### config.mk
export PLATFORM = sky130hd
export DESIGN_NAME = orientation_scheduler
export DESIGN_NICKNAME = d
export VERILOG_FILES = /design/src/rtl/orientation_scheduler.sv
export SDC_FILE = /design/constraint.sdc
export NUM_CORES = 1
export LEC_CHECK = 0
export CORE_MARGIN = 2
export CORE_UTILIZATION = 40
export DETAILED_ROUTE_END_ITERATION = 8
export PLACE_DENSITY_LB_ADDON = 0.1
export SLEW_MARGIN = 0
export SYNTH_ARGS = -nofsm -noshare
export SYNTH_HDL_FRONTEND = slang
export SYNTH_SLANG_ARGS = --single-unit
export TNS_END_PERCENT = 50
### constraint.sdc
create_clock -name clk_in -period 4.9 [get_ports clk_in]
set_clock_uncertainty 0.2 [all_clocks]
set_input_delay 0.98 -clock clk_in [delete_from_list [all_inputs] [get_ports clk_in]]
set_output_delay 0.98 -clock clk_in [all_outputs]
set_load 0.02 [all_outputs]
### src/rtl/orientation_scheduler.sv
// Keypoint sequencer for the gradient_orientation engine, with a round-robin shared gradient BRAM read port.
// Optional build macro: ORIENT_TIMEOUT_EN adds a WAIT-state watchdog that forces a timeout result.
module orientation_scheduler #(
    parameter int WIDTH        = 64,
    parameter int HEIGHT       = 64,
    parameter int BIT_DEPTH    = 8,
    parameter int NUM_BINS     = 8,
    parameter int BRAM_LATENCY = 2,
    parameter int TIMEOUT      = 1023,
    localparam int XW    = $clog2(WIDTH),
    localparam int YW    = $clog2(HEIGHT),
    localparam int AW    = $clog2(WIDTH * HEIGHT),
    localparam int BIN_W = $clog2(NUM_BINS)
) (
    input  logic                 clk_in,
    input  logic                 rst_n_in,
    input  logic [XW-1:0]        kp_x_in,
    input  logic [YW-1:0]        kp_y_in,
    input  logic                 kp_valid_in,
    output logic                 kp_ready_out,
    output logic [XW-1:0]        eng_center_x_out,
    output logic [YW-1:0]        eng_center_y_out,
    output logic                 eng_valid_out,
    input  logic [AW-1:0]        eng_x_read_addr_in,
    input  logic [AW-1:0]        eng_y_read_addr_in,
    input  logic                 eng_x_read_addr_valid_in,
    input  logic                 eng_y_read_addr_valid_in,
    output logic                 eng_x_read_ready_out,
    output logic                 eng_y_read_ready_out,
    output logic [BIT_DEPTH-1:0] eng_x_pixel_out,
    output logic [BIT_DEPTH-1:0] eng_y_pixel_out,
    output logic                 eng_x_pixel_valid_out,
    output logic                 eng_y_pixel_valid_out,
    input  logic                 eng_valid_in,
    input  logic [BIN_W-1:0]     eng_bin_in,
    output logic [AW:0]          mem_addr_out,
    output logic                 mem_en_out,
    input  logic [BIT_DEPTH-1:0] mem_data_in,
    output logic [XW-1:0]        res_x_out,
    output logic [YW-1:0]        res_y_out,
    output logic [BIN_W-1:0]     res_bin_out,
    output logic                 res_border_out,
    output logic                 res_timeout_out,
    output logic                 res_valid_out,
    input  logic                 res_ready_in
);

    if (TIMEOUT < 1 || BRAM_LATENCY < 1) begin : g_bad_cfg
        $error("orientation_scheduler: TIMEOUT and BRAM_LATENCY must be >= 1");
    end

    typedef enum logic [1:0] {S_IDLE, S_ISSUE, S_WAIT, S_OUTPUT} state_t;

    state_t                  state;
    logic                    rr_ptr;        // 0 = x wins the next contested cycle
    logic [BRAM_LATENCY-1:0] tag_valid;
    logic [BRAM_LATENCY-1:0] tag_bank;
    logic [BIT_DEPTH-1:0]    x_hold;
    logic [BIT_DEPTH-1:0]    y_hold;

    logic in_wait, contested, grant_x, grant_y, on_border;
    logic ret_x, ret_y;

    assign kp_ready_out = (state == S_IDLE);

    assign on_border = (kp_x_in == '0) || (kp_x_in == XW'(WIDTH - 1)) ||
                       (kp_y_in == '0) || (kp_y_in == YW'(HEIGHT - 1));

    // NOTE: grants are continuous assigns rather than an always block, so no partial-assignment latch can appear.
    assign in_wait   = (state == S_WAIT);
    assign contested = in_wait && eng_x_read_addr_valid_in && eng_y_read_addr_valid_in;
    assign grant_x   = in_wait && eng_x_read_addr_valid_in && (!eng_y_read_addr_valid_in || !rr_ptr);
    assign grant_y   = in_wait && eng_y_read_addr_valid_in && (!eng_x_read_addr_valid_in || rr_ptr);

    assign eng_x_read_ready_out = grant_x;
    assign eng_y_read_ready_out = grant_y;
    assign mem_en_out           = grant_x || grant_y;
    assign mem_addr_out         = {grant_y, grant_y ? eng_y_read_addr_in : eng_x_read_addr_in};

    // Returned data is forwarded in its arrival cycle and held afterwards.
    assign ret_x = tag_valid[BRAM_LATENCY-1] && !tag_bank[BRAM_LATENCY-1];
    assign ret_y = tag_valid[BRAM_LATENCY-1] &&  tag_bank[BRAM_LATENCY-1];

    assign eng_x_pixel_valid_out = ret_x;
    assign eng_y_pixel_valid_out = ret_y;
    assign eng_x_pixel_out       = ret_x ? mem_data_in : x_hold;
    assign eng_y_pixel_out       = ret_y ? mem_data_in : y_hold;

    // NOTE: the tag pipe sits under the async reset so reads in flight at reset can never strobe afterwards.
    always_ff @(posedge clk_in or negedge rst_n_in) begin
        if (!rst_n_in) begin
            rr_ptr    <= 1'b0;
            tag_valid <= '0;
            tag_bank  <= '0;
            x_hold    <= '0;
            y_hold    <= '0;
        end else begin
            if (contested) rr_ptr <= !rr_ptr;
            tag_valid[0] <= mem_en_out;
            tag_bank[0]  <= grant_y;
            for (int i = 1; i < BRAM_LATENCY; i++) begin
                tag_valid[i] <= tag_valid[i-1];
                tag_bank[i]  <= tag_bank[i-1];
            end
            if (ret_x) x_hold <= mem_data_in;
            if (ret_y) y_hold <= mem_data_in;
        end
    end

`ifdef ORIENT_TIMEOUT_EN
    localparam int TW = $clog2(TIMEOUT + 1);
    logic [TW-1:0] wait_cnt;
    logic          timeout_q;
    assign res_timeout_out = timeout_q;
`else
    assign res_timeout_out = 1'b0;
`endif

    always_ff @(posedge clk_in or negedge rst_n_in) begin
        if (!rst_n_in) begin
            state            <= S_IDLE;
            eng_center_x_out <= '0;
            eng_center_y_out <= '0;
            eng_valid_out    <= 1'b0;
            res_x_out        <= '0;
            res_y_out        <= '0;
            res_bin_out      <= '0;
            res_border_out   <= 1'b0;
            res_valid_out    <= 1'b0;
`ifdef ORIENT_TIMEOUT_EN
            wait_cnt         <= '0;
            timeout_q        <= 1'b0;
`endif
        end else begin
            case (state)
                S_IDLE: begin
                    if (kp_valid_in) begin
                        eng_center_x_out <= kp_x_in;
                        eng_center_y_out <= kp_y_in;
                        res_x_out        <= kp_x_in;
                        res_y_out        <= kp_y_in;
`ifdef ORIENT_TIMEOUT_EN
                        timeout_q        <= 1'b0;
`endif
                        if (on_border) begin
                            res_bin_out    <= '0;
                            res_border_out <= 1'b1;
                            res_valid_out  <= 1'b1;
                            state          <= S_OUTPUT;
                        end else begin
                            res_border_out <= 1'b0;
                            eng_valid_out  <= 1'b1;
                            state          <= S_ISSUE;
                        end
                    end
                end
                S_ISSUE: begin
                    eng_valid_out <= 1'b0;
`ifdef ORIENT_TIMEOUT_EN
                    wait_cnt      <= '0;
`endif
                    state         <= S_WAIT;
                end
                S_WAIT: begin
                    if (eng_valid_in) begin
                        res_bin_out   <= eng_bin_in;
                        res_valid_out <= 1'b1;
                        state         <= S_OUTPUT;
`ifdef ORIENT_TIMEOUT_EN
                    end else if (wait_cnt == TW'(TIMEOUT - 1)) begin
                        res_bin_out   <= BIN_W'(NUM_BINS - 1);
                        timeout_q     <= 1'b1;
                        res_valid_out <= 1'b1;
                        state         <= S_OUTPUT;
                    end else begin
                        wait_cnt <= wait_cnt + 1'b1;
`endif
                    end
                end
                S_OUTPUT: begin
                    if (res_ready_in) begin
                        res_valid_out <= 1'b0;
                        state         <= S_IDLE;
                    end
                end
                default: state <= S_IDLE;
            endcase
        end
    end

endmodule

=== After elaboration in Yosys (flattened, before gate mapping) ===
Index checks and enable logic that the tools add are counted.

* Flip-flop bits (word level): 41
* Input bits: 54
* Output and inout port bits: 66
* Word-level logic and storage cells: 71

* Eq/ne operators: 10
* Muxes and demuxes: 21
* Reduce and logical (&&, ||, !) cells: 28

{| class="wikitable"
|+ Operators with widths
! operator !! count
|-
| $mux 8 || 2
|-
| $eq 6x6->1 const B || 2
|-
| $logic_not 6->1 || 2
|-
| $mux 12 || 1
|-
| $mux 3 || 3
|-
| $mux 2 || 4
|-
| $ne 2x2->1 const B || 4
|-
| $pmux 2 s4 || 1
|-
| $logic_and 1x1->1 || 7
|-
| $mux 1 || 7
|-
| $logic_or 1x1->1 || 6
|-
| $pmux 3 s2 || 1
|-
| $reduce_and 3->1 || 2
|-
| $reduce_and 5->1 || 1
|-
| $eq 2x2->1 const B || 2
|-
| $logic_not 1->1 || 4
|-
| $reduce_and 4->1 || 1
|-
| $reduce_bool 2->1 || 2
|-
| $pmux 1 s3 || 1
|-
| $reduce_bool 3->1 || 1
|-
| $eq 2x1->1 const B || 1
|-
| $logic_not 2->1 || 1
|-
| $ne 2x1->1 const B || 1
|-
| $pmux 1 s2 || 1
|-
| $reduce_and 2->1 || 1
|}

=== Depth between registers and ports, before layout ===
* Depth after elaboration: 7
* Mapped depth: 8
* Gate-level depth less buffers: 7

=== Worst setup path after synthesis ===
No wires, ideal clock.

* Kind: input port to output port
* Start: input eng_y_read_addr_valid_in
* End: output mem_addr_out[10]
* Arrival: 2.023 ns
* Setup slack: 1.697 ns
* Stages on the path: 4
* Buffers on the path: 1
* Cell sequence: nand2_1 > a21oi_1 > buf_2 > mux2_2

* Word-level cells in the longest chain between the ends: 3

{| class="wikitable"
|+ Ends and longest elaborated chain
! what !! RTL line !! RTL
|-
| start, declared || 27 || <nowiki>input logic eng_y_read_addr_valid_in,</nowiki>
|-
| $logic_and 1x1->1 (2 in a row) || 73 || <nowiki>assign grant_y = in_wait && eng_y_read_addr_valid_in && (!eng_x_read_addr_valid_in || rr_ptr);</nowiki>
|-
| net eng_y_read_ready_out || 29 || <nowiki>output logic eng_y_read_ready_out,</nowiki>
|-
| $mux 12 || 78 || <nowiki>assign mem_addr_out = {grant_y, grant_y ? eng_y_read_addr_in : eng_x_read_addr_in};</nowiki>
|-
| end, declared || 36 || <nowiki>output logic [AW:0] mem_addr_out,</nowiki>
|}

The timed path passes the listed nets, and every way through them passes these cells.

=== Final worst setup path ===
* Start: input eng_y_read_addr_valid_in
* End: output mem_addr_out[0]

* Word-level cells in the longest chain between the ends: 3

{| class="wikitable"
|+ Ends and longest elaborated chain
! what !! RTL line
|-
| $logic_and 1x1->1 (2 in a row) || 73
|-
| $mux 12 || 78
|}

No other way between the ends.

==> results.toml <==
[critical_path]
cp_cell_sequence = "clkdlybuf4s50_1 -> nand2_1 -> a21oi_1 -> buf_4 -> mux2_2 -> clkdlybuf4s50_1"
path_class = "input port to output port"
required_ns = 3.72
r2r-end = "res_bin_out[0]$_DFFE_PN0P_"
start_kind = "input port"
reg2regPathDepth = 5
rr_startpoint = "state[0]$_DFFE_PN0P_"
arrival_ns = 2.81
worstPathMaxFanout = 15
end_kind = "output port"
crit_path_frequent_cell = "clkdlybuf4s50_1"
max_stage_delay_ns = 0.54
crit_slowest_cell = "clkdlybuf4s50_1"
reg2reg_setup_slack_ns = 2.50

[grt]
first_global_vias = 1526
grt_pass1_wl_microns = 6970
grt_overflow_total = 0
groute.usage.overall = 0.170
grt_max_degree = 42
antenna_found_initial = 0

[hold_path]
worstHoldEndpoint = "tag_valid[1]$_DFF_PN0_"
hold_start = "tag_valid[0]$_DFF_PN0_"
hp-class = "flop to flop"
min_path_cells = 0

[floorplanning]
core_sq_um = 4720
die_x_microns = 74.1
start_util = 0.416
io-pin-count = 120
placementRows = 25
die_h_microns = 74.1
dieArea_sq_um = 5490

[layout]
antenna_cells = 0
fin_nets = 321
drive_above_1_share = 0.209
synthToLayoutAreaGrowth_pct = 62.7
final_cells = 330

[yosys]
synthCells = 156
synth_common_cells = "dfrtp_1 (41), mux2_2 (40), buf_4 (14)"
synth-edff-count = 0
synthAdderAreaFrac = 0.0255
synth_top_family_by_area = "multiplexers"
synth.most_common_cell = "dfrtp_1"
syn_avg_cell_area_sq_um = 12.6
synth_top_area_frac = 0.522
synth-seq-cells = 41
ys_warn_count = 0
synthXorXnorAreaFrac = 0.00446
synth.area.top_cells = "dfrtp_1 (52%), mux2_2 (23%), buf_4 (5.4%)"
async_flop_share = 1.00
synth_nets = 214
synth_compound_area_frac = 0.0586
ys_types = 29
synth_area_sq_um = 1960
synthFlopType = "dfrtp_1"
muxShareOfSynthArea = 0.234
synth_simple_gate_area_frac = 0.0758
ys_seq_area_frac = 0.522
synth_top_cell_by_area = "dfrtp_1"

[clock_network]
postCtsSetupRepairBufs = 0
cts-root-buf = "clkbuf_8"
h-tree-depth = 2
hold_buffers = 0
cts.repair.resized = 0
clock_latency_ns = 0.28
cts-buffers-inserted = 5
cts_tree = "yes"
cts_sinks = 41
cts_buffer_depth = 2
clkTransAtPathRegs_ns = 0.07

[detailed_routing]
wl_per_cell_microns = 13.5
vias = 1557
drt_pass1_iterations = 4
wl_microns = 4450
drtIter0Drc = 66
drc = 0
drtAntennaViolNets = 0
routed_via_density = 4.72

[placed_design]
gp_congestion = 0.699
hpwl_microns = 3540
io_buffers = 118
dp_cells = 323

[sta]
setup_tns_ns = 0
max_clock_freq_mhz = 250
min_period_ns = 3.99
max_slew_margin = 0.406
finalCritPeriodShare = 0.815
hold_viol = 0
rsz0062_at_grt = "false"
setup_viol = 0
slew_violations = 0
worst_slew_pin_slew_ns = 0.891

[run_status]
outcome = "complete, no violations"

[power]
p_leak_nw = 1.31
power_density_nw_per_um2 = 611
peakVddDrop_v = 0.000271

[job]
maxCapViolations = 0
## critical path: cells and delay by family
kind            cells  cell delay [ns]
buf+inv             3             1.28
compound gates      1             0.13
simple gates        1             0.06
mux                 1             0.36
## sequential cells by signal, summed over array words and instances, names as in the netlist
| register | count |
|---|---|
| state | 2 |
| tag_valid | 2 |
| rr_ptr | 1 |
| tag_bank | 2 |
| res_y_out | 6 |
| res_bin_out | 3 |
| x_hold | 8 |
| eng_valid_out | 1 |
| res_border_out | 1 |
| y_hold | 8 |
| res_x_out | 6 |
| res_valid_out | 1 |
## metal layers
layer  vias up  GRT usage  part of all wire
met2        83      0.294              0.50
met5         -          0                 0
li1        744          -                 -
met3         2     0.0691              0.10
met4         0     0.0545            0.0052
met1       728      0.192              0.39
## power by group
part | total, mW | switching, mW | internal [mW]
combinational | 1.16 | 0.552 | 0.604
clock | 0.222 | 0.111 | 0.111
sequential | 0.574 | 0.0755 | 0.499
total | 1.95 | 0.738 | 1.21
## metrics by stage
step	utilization	area (sq um)	setup slack [ns]	power (mW)	hold WS, ns
4_1_cts	0.677	3200	0.890	1.98	0.152
3_5_place_dp	0.658	3110	0.898	1.75	0.135
2_1_floorplan	-	1960	1.70	1.26	0.131
5_1_grt	0.677	3200	0.828	2.08	0.171
6_report	0.677	3200	0.908	1.95	0.150
3_3_place_gp	0.658	3110	0.923	1.73	0.133
## cell usage in the layout (no fill, tap or decap)
cell	instances
clkdlybuf4s50_1	117
dfrtp_1	41
mux2_2	40
nand2_1	8
inv_1	7
clkbuf_8	6
a21oi_1	4
o21ai_0	4
ha_1	4
nor2_1	3
nand3_1	3
a32o_1	3
nor2b_1	2
nand4_1	2
nor3_2	2
a211oi_1	2
o21a_1	1
or4_4	1
or4_1	1
nor4_2	1
or3_4	1
nor3_1	1
xnor2_1	1
a31oi_1	1
a21o_2	1
mux2i_1	1
a21o_1	1
conb_1	1
clkinvlp_4	1
buf_2	1
buf_4	1
## how the worst max path moves through the flow
stage | from | slack (ns) | cells after the start | to
final | eng_y_read_addr_valid_in | 0.91 | 6 | mem_addr_out[0]
after global routing | eng_y_read_addr_valid_in | 0.83 | 6 | mem_addr_out[8]
after CTS | eng_y_read_addr_valid_in | 0.89 | 6 | mem_addr_out[0]
after detailed placement | eng_y_read_addr_valid_in | 0.90 | 6 | mem_addr_out[0]
after global placement | eng_y_read_addr_valid_in | 0.92 | 6 | mem_addr_out[7]
after floorplan | eng_y_read_addr_valid_in | 1.70 | 4 | mem_addr_out[10]
## cell families after synthesis
| group | count (synthesis) |
|---|---|
| AOI/OAI and AO/OA | 17 |
| xor gates and xnor gates | 1 |
| adders and majority gates | 4 |
| buffers and inverters | 26 |
| DFF | 41 |
| muxes | 41 |
| other | 1 |
| and+or+nand+nor | 25 |
## layout make-up
cell class,count,area [sq um]
clock buffers,6,82.6
inverters,7,26.3
well taps,67,83.8
clock inverters,1,7.51
repair buffers,119,1180
multi-input cells,89,787
fillers,375,1530
flip-flops and latches,41,1030
Power figures use the tool's default switching activity.
